### src/rtl/mem_arb_if.sv
// Bundle of the fetch port, data port and single-port memory signals shared by
// mem_arbiter (slave view) and its environment (master view).
interface mem_arb_if #(
    parameter int ADDR_W = 12,
    parameter int DATA_W = 32
);
    logic              if_req;
    logic [ADDR_W-1:0] if_addr;
    logic              if_gnt;
    logic              if_rvalid;
    logic [DATA_W-1:0] if_rdata;

    logic              d_req;
    logic              d_we;
    logic [ADDR_W-1:0] d_addr;
    logic [DATA_W-1:0] d_wdata;
    logic              d_gnt;
    logic              d_rvalid;
    logic [DATA_W-1:0] d_rdata;

    logic [ADDR_W-1:0] mem_addr;
    logic [DATA_W-1:0] mem_wdata;
    logic              mem_wren;
    logic [DATA_W-1:0] mem_q;

    modport slave (
        input  if_req, if_addr, d_req, d_we, d_addr, d_wdata, mem_q,
        output if_gnt, if_rvalid, if_rdata, d_gnt, d_rvalid, d_rdata,
               mem_addr, mem_wdata, mem_wren
    );

    modport master (
        output if_req, if_addr, d_req, d_we, d_addr, d_wdata, mem_q,
        input  if_gnt, if_rvalid, if_rdata, d_gnt, d_rvalid, d_rdata,
               mem_addr, mem_wdata, mem_wren
    );
endinterface

### src/rtl/mem_arbiter.sv
// Two-requester arbiter (fetch + data) in front of a single-port synchronous memory.
// Define ARB_ROUND_ROBIN_EN for alternating priority; default is fixed data priority.
module mem_arbiter #(
    parameter int ADDR_W = 12,
    parameter int DATA_W = 32
) (
    input  logic       clk,
    input  logic       rst,
    mem_arb_if.slave   bus
);
    typedef enum logic {PRI_D = 1'b0, PRI_IF = 1'b1} pri_e;

    pri_e              state_q;
    pri_e              state_d;
    logic              active_q;
    logic              if_gnt_p0;
    logic              d_gnt_p0;
    logic              rd_gnt_p0;
    logic              pending_p1;
    logic              owner_if_p1;
    logic [ADDR_W-1:0] addr_q;

    // Grants are held off for the cycle following reset release.
    always_ff @(posedge clk) begin
        if (!rst) begin
            state_q  <= PRI_D;
            active_q <= 1'b0;
        end else begin
            state_q  <= state_d;
            active_q <= 1'b1;
        end
    end

    // Stage p0: combinational grant and next priority
    always_comb begin
        state_d   = state_q;
        if_gnt_p0 = 1'b0;
        d_gnt_p0  = 1'b0;
        if (active_q) begin
            case (state_q)
                PRI_D: begin
                    if (bus.d_req)       d_gnt_p0  = 1'b1;
                    else if (bus.if_req) if_gnt_p0 = 1'b1;
                end
                PRI_IF: begin
                    if (bus.if_req)      if_gnt_p0 = 1'b1;
                    else if (bus.d_req)  d_gnt_p0  = 1'b1;
                end
                default: ;
            endcase
        end
`ifdef ARB_ROUND_ROBIN_EN
        if (active_q && bus.if_req && bus.d_req)
            state_d = d_gnt_p0 ? PRI_IF : PRI_D;
`else
        state_d = PRI_D;
`endif
    end

    assign rd_gnt_p0 = if_gnt_p0 | (d_gnt_p0 & ~bus.d_we);

    assign bus.if_gnt    = if_gnt_p0;
    assign bus.d_gnt     = d_gnt_p0;
    assign bus.mem_wren  = d_gnt_p0 & bus.d_we;
    assign bus.mem_wdata = bus.d_wdata;
    assign bus.mem_addr  = if_gnt_p0 ? bus.if_addr :
                           d_gnt_p0  ? bus.d_addr  : addr_q;

    always_ff @(posedge clk) begin
        if (!rst)
            addr_q <= '0;
        else if (if_gnt_p0)
            addr_q <= bus.if_addr;
        else if (d_gnt_p0)
            addr_q <= bus.d_addr;
    end

    // Stage p1: response tag, aligned with mem_q
    always_ff @(posedge clk) begin
        if (!rst) begin
            pending_p1  <= 1'b0;
            owner_if_p1 <= 1'b0;
        end else begin
            pending_p1  <= rd_gnt_p0;
            owner_if_p1 <= if_gnt_p0;
        end
    end

    assign bus.if_rvalid = pending_p1 & owner_if_p1;
    assign bus.d_rvalid  = pending_p1 & ~owner_if_p1;
    assign bus.if_rdata  = bus.mem_q;
    assign bus.d_rdata   = bus.mem_q;
endmodule

### src/flat_wrapper.sv
// flat-port wrapper written by rule: the top's interface ports become plain ports
module mem_arbiter_flat 
#(
    parameter int ADDR_W = 12,
    parameter int DATA_W = 32
)
  (clk, rst, bus_if_req, bus_if_addr, bus_d_req, bus_d_we, bus_d_addr, bus_d_wdata, bus_mem_q, bus_if_gnt, bus_if_rvalid, bus_if_rdata, bus_d_gnt, bus_d_rvalid, bus_d_rdata, bus_mem_addr, bus_mem_wdata, bus_mem_wren);
  mem_arb_if #(.ADDR_W(ADDR_W), .DATA_W(DATA_W)) bus_i ();
  input  logic clk;
  input  logic rst;
  input wire logic [$bits(bus_i.if_req)-1:0] bus_if_req;
  input wire logic [$bits(bus_i.if_addr)-1:0] bus_if_addr;
  input wire logic [$bits(bus_i.d_req)-1:0] bus_d_req;
  input wire logic [$bits(bus_i.d_we)-1:0] bus_d_we;
  input wire logic [$bits(bus_i.d_addr)-1:0] bus_d_addr;
  input wire logic [$bits(bus_i.d_wdata)-1:0] bus_d_wdata;
  input wire logic [$bits(bus_i.mem_q)-1:0] bus_mem_q;
  output wire logic [$bits(bus_i.if_gnt)-1:0] bus_if_gnt;
  output wire logic [$bits(bus_i.if_rvalid)-1:0] bus_if_rvalid;
  output wire logic [$bits(bus_i.if_rdata)-1:0] bus_if_rdata;
  output wire logic [$bits(bus_i.d_gnt)-1:0] bus_d_gnt;
  output wire logic [$bits(bus_i.d_rvalid)-1:0] bus_d_rvalid;
  output wire logic [$bits(bus_i.d_rdata)-1:0] bus_d_rdata;
  output wire logic [$bits(bus_i.mem_addr)-1:0] bus_mem_addr;
  output wire logic [$bits(bus_i.mem_wdata)-1:0] bus_mem_wdata;
  output wire logic [$bits(bus_i.mem_wren)-1:0] bus_mem_wren;
  assign bus_i.if_req = bus_if_req;
  assign bus_i.if_addr = bus_if_addr;
  assign bus_i.d_req = bus_d_req;
  assign bus_i.d_we = bus_d_we;
  assign bus_i.d_addr = bus_d_addr;
  assign bus_i.d_wdata = bus_d_wdata;
  assign bus_i.mem_q = bus_mem_q;
  assign bus_if_gnt = bus_i.if_gnt;
  assign bus_if_rvalid = bus_i.if_rvalid;
  assign bus_if_rdata = bus_i.if_rdata;
  assign bus_d_gnt = bus_i.d_gnt;
  assign bus_d_rvalid = bus_i.d_rvalid;
  assign bus_d_rdata = bus_i.d_rdata;
  assign bus_mem_addr = bus_i.mem_addr;
  assign bus_mem_wdata = bus_i.mem_wdata;
  assign bus_mem_wren = bus_i.mem_wren;
  mem_arbiter #(.ADDR_W(ADDR_W), .DATA_W(DATA_W)) u_core (.clk(clk), .rst(rst), .bus(bus_i));
endmodule
### config.mk
export PLATFORM = sky130hd
export DESIGN_NAME = mem_arbiter_flat
export DESIGN_NICKNAME = d
export VERILOG_FILES = /design/src/rtl/mem_arb_if.sv /design/src/rtl/mem_arbiter.sv /design/src/flat_wrapper.sv
export SDC_FILE = /design/constraint.sdc
export NUM_CORES = 1
export LEC_CHECK = 0
export ABC_AREA = 0
export CAP_MARGIN = 20
export CORE_MARGIN = 4
export CORE_UTILIZATION = 28
export CTS_CLUSTER_SIZE = 16
export DETAILED_ROUTE_END_ITERATION = 8
export MAX_ROUTING_LAYER = met4
export PLACE_DENSITY = 0.83
export SYNTH_ARGS = -nofsm -noshare
export SYNTH_HDL_FRONTEND = slang
export SYNTH_SLANG_ARGS = --single-unit
### constraint.sdc
create_clock -name clk -period 1.9 [get_ports clk]
set_clock_uncertainty 0.15 [all_clocks]
set_input_delay 0.57 -clock clk [delete_from_list [all_inputs] [get_ports clk]]
set_output_delay 0.57 -clock clk [all_outputs]
set_load 0.005 [all_outputs]
==> flow_metrics.tcl <==
set metrics [dict create \
    status "complete, but fails checks" \
    violations "negative setup slack" \
    cts.clk_slew.worst_paths_ns 0.07 \
    placed_cells 246 \
    wl_per_cell_um 15.5 \
    cts_root_buf "clkbuf_8" \
    synth-seq-area-share_pct 16.9 \
    antennaDiodeCount 0 \
    syn_area_per_cell_um2 9.26 \
    fin_ws_ns -0.271 \
    die_w_um 87.7 \
    pin_count 206 \
    hold_violations 0 \
    syn_area_um2 1780 \
    drc 0 \
    rsz0062_at_grt "yes" \
    final_cells 272 \
    setup_viol_count_final 14 \
    hold_path_startpoint "u_core.addr_q[1]" \
    grt_pass1_wl_mm 6.43 \
    synthDominantCellAreaShare_pct 40.5 \
    worstSetupStartpointType "input port" \
    syn_nets 285 \
    dr.first_iter.drc_count 20 \
    gp_congestion 0.694 \
    cts_tree "yes" \
    drtPass1Iterations 2 \
    dp_hpwl_mm 2.87 \
    cts_max_level 1 \
    maxCapViolations 0 \
    finalNetCount 291 \
    track_usage_pct 11.2 \
    hold_depth 2 \
    core_um2 6030 \
    ctsHoldBuffers 0 \
    drt-total-wl_mm 4.22 \
    grt_max_degree 17 \
    worst_pin_slew_ns 0.313 \
    start_util_pct 29.5 \
    hold_class "flop to flop" \
    relSlewSlack_pct 79.1 \
    fmax_ghz 0.461 \
    antenna_left 0 \
    cts_sinks 15 \
    arrival_ns 1.45 \
    rows 28 \
    p_per_area_nw_per_um2 460 \
    critPathKind "input port to primary output" \
    post_synth_num_cell_types 23 \
    grt_pass1_vias 1325 \
    peakVddDrop_uv 298 \
    overflow 0 \
    synthTopCellsByArea "buf_4 (41%), dfxtp_1 (17%), a2111oi_2 (6.8%), and4bb_4 (6.4%), and3b_1 (5.4%)" \
    reg2reg_depth 5 \
    min_period_ns 2.17 \
    cts_made_buffers 3 \
    preCtsSetupSlack_ns -1.13 \
    ys_ff_latch 15 \
    min_period_over_period_pct 114 \
    area_growth_pct 19.6 \
    fill_cells 645 \
    yosys_warnings 0 \
    vias_per_cell 4.43 \
    seq_area_um2 304 \
    multiInputGateArea_um2 703 \
    final_util_pct 35.3 \
    p_leak_nw 1.00 \
    end_kind "primary output" \
    slew_viol_final 0 \
    drive_gt1_share_pct 60.4 \
    r2r-start "u_core.active_q" \
    critPathMaxFanout 6 \
    synth_area_leader_cell "buf_4" \
    clk_latency_ns 0.25 \
    antenna_found_initial 0 \
    dieHeight_um 87.7 \
    synthCells 192 \
    cts_buffer_depth 2 \
    dieArea_um2 7690 \
    worstPathRequired_ns 1.18 \
    dr_total_vias 1206 \
    port_buffers 45 \
    startpoint "bus_if_req" \
]
==> repair_timing <==
action,in CTS,in global routing
pin swaps,25,8
setup endpoints to repair,29,17
resized for setup,113,6
gates cloned,1,0
setup buffers,20,5
==> worst paths after layout <==
check / to / slack [ns]
setup reg to reg: u_core.addr_q[11] / 0.30
hold / removal: u_core.addr_q[1] / 0.32
setup / recovery: bus_mem_addr[4] / -0.27
hold reg to reg: u_core.addr_q[1] / 0.32
==> registers in the layout (all words and copies together) (netlist names) <==
register,cells
u_core.owner_if_p1,1
u_core.pending_p1,1
u_core.active_q,1
u_core.addr_q,12
==> area by class of cell <==
type,instances,share of cell area [%]
repair buffers,107,43.6
flip-flops and latches,15,14.3
multi-input cells,57,33.1
inverters,14,2.47
well taps,75,4.41
clock buffers,4,2.12
==> cells in the mapped netlist <==
cell type / instances
a2111oi_1: 2
o21ai_2: 1
a211oi_1: 12
inv_1: 14
buf_4: 96
buf_8: 1
dfxtp_1: 15
nand3b_1: 2
and3b_1: 11
nor2b_1: 1
a2111oi_4: 2
and4bb_4: 7
and2_1: 2
clkbuf_4: 1
and3_1: 1
buf_2: 3
nor2_1: 1
and3b_2: 1
clkbuf_1: 2
and4bb_1: 5
a2111oi_2: 8
buf_6: 3
a21oi_1: 1
==> routing by layer <==
metal | GRT usage [%] | up-vias | share of wire (%)
met5 | - | - | 0
met4 | 5.30 | 0 | 3.2
met3 | 3.95 | 24 | 8.5
met2 | 19.1 | 51 | 50
met1 | 11.5 | 555 | 38
li1 | - | 576 | -
==> per-stage QoR <==
stage / setup TNS (ns) / cell area [um2] / power, W / hold WS [ns]
detailed placement: -20.24 / 1930 / 0.000710 / 0.307
global route: -3.83 / 2130 / 0.00104 / 0.339
global placement: -19.72 / 1930 / 0.000705 / 0.296
floorplan: -0.000619 / 1830 / 0.000672 / 0.291
CTS: -3.94 / 2090 / 0.000986 / 0.330
finish: -3.30 / 2130 / 0.000978 / 0.323
==> cells by family (layout without fill, tap and decap cells) <==
family | count (synthesis) | after routing | share of synthesized area, %
flip-flops | 15 | 15 | 16.9
AO/OA/AOI/OAI | 26 | 26 | 16.8
buffers and inverters | 120 | 125 | 47.9
AND/OR/NAND/NOR | 31 | 31 | 18.4
==> power breakdown <==
part	switching, W	total, W	internal [W]
logic	0.000140	0.000362	0.000222
clock network	0.000124	0.000273	0.000149
registers	0.00000686	0.000344	0.000337
==> layout by cell type, fill, tap and decap left out, types with 6 or more instances in the layout <==
| cell | instances |
|---|---|
| and3b_1 | 6 |
| and4bb_4 | 7 |
| a211oi_2 | 11 |
| buf_2 | 14 |
| buf_4 | 51 |
| a2111oi_2 | 8 |
| inv_1 | 14 |
| dlygate4sd2_1 | 26 |
| dfxtp_1 | 14 |
| and3b_2 | 6 |
==> critical path: stages <==
cell,delay (ns)
buf_2,0.16
buf_4,0.17
and4bb_4,0.19
a211oi_2,0.21
buf_2,0.15
Power figures use the tool's default switching activity.
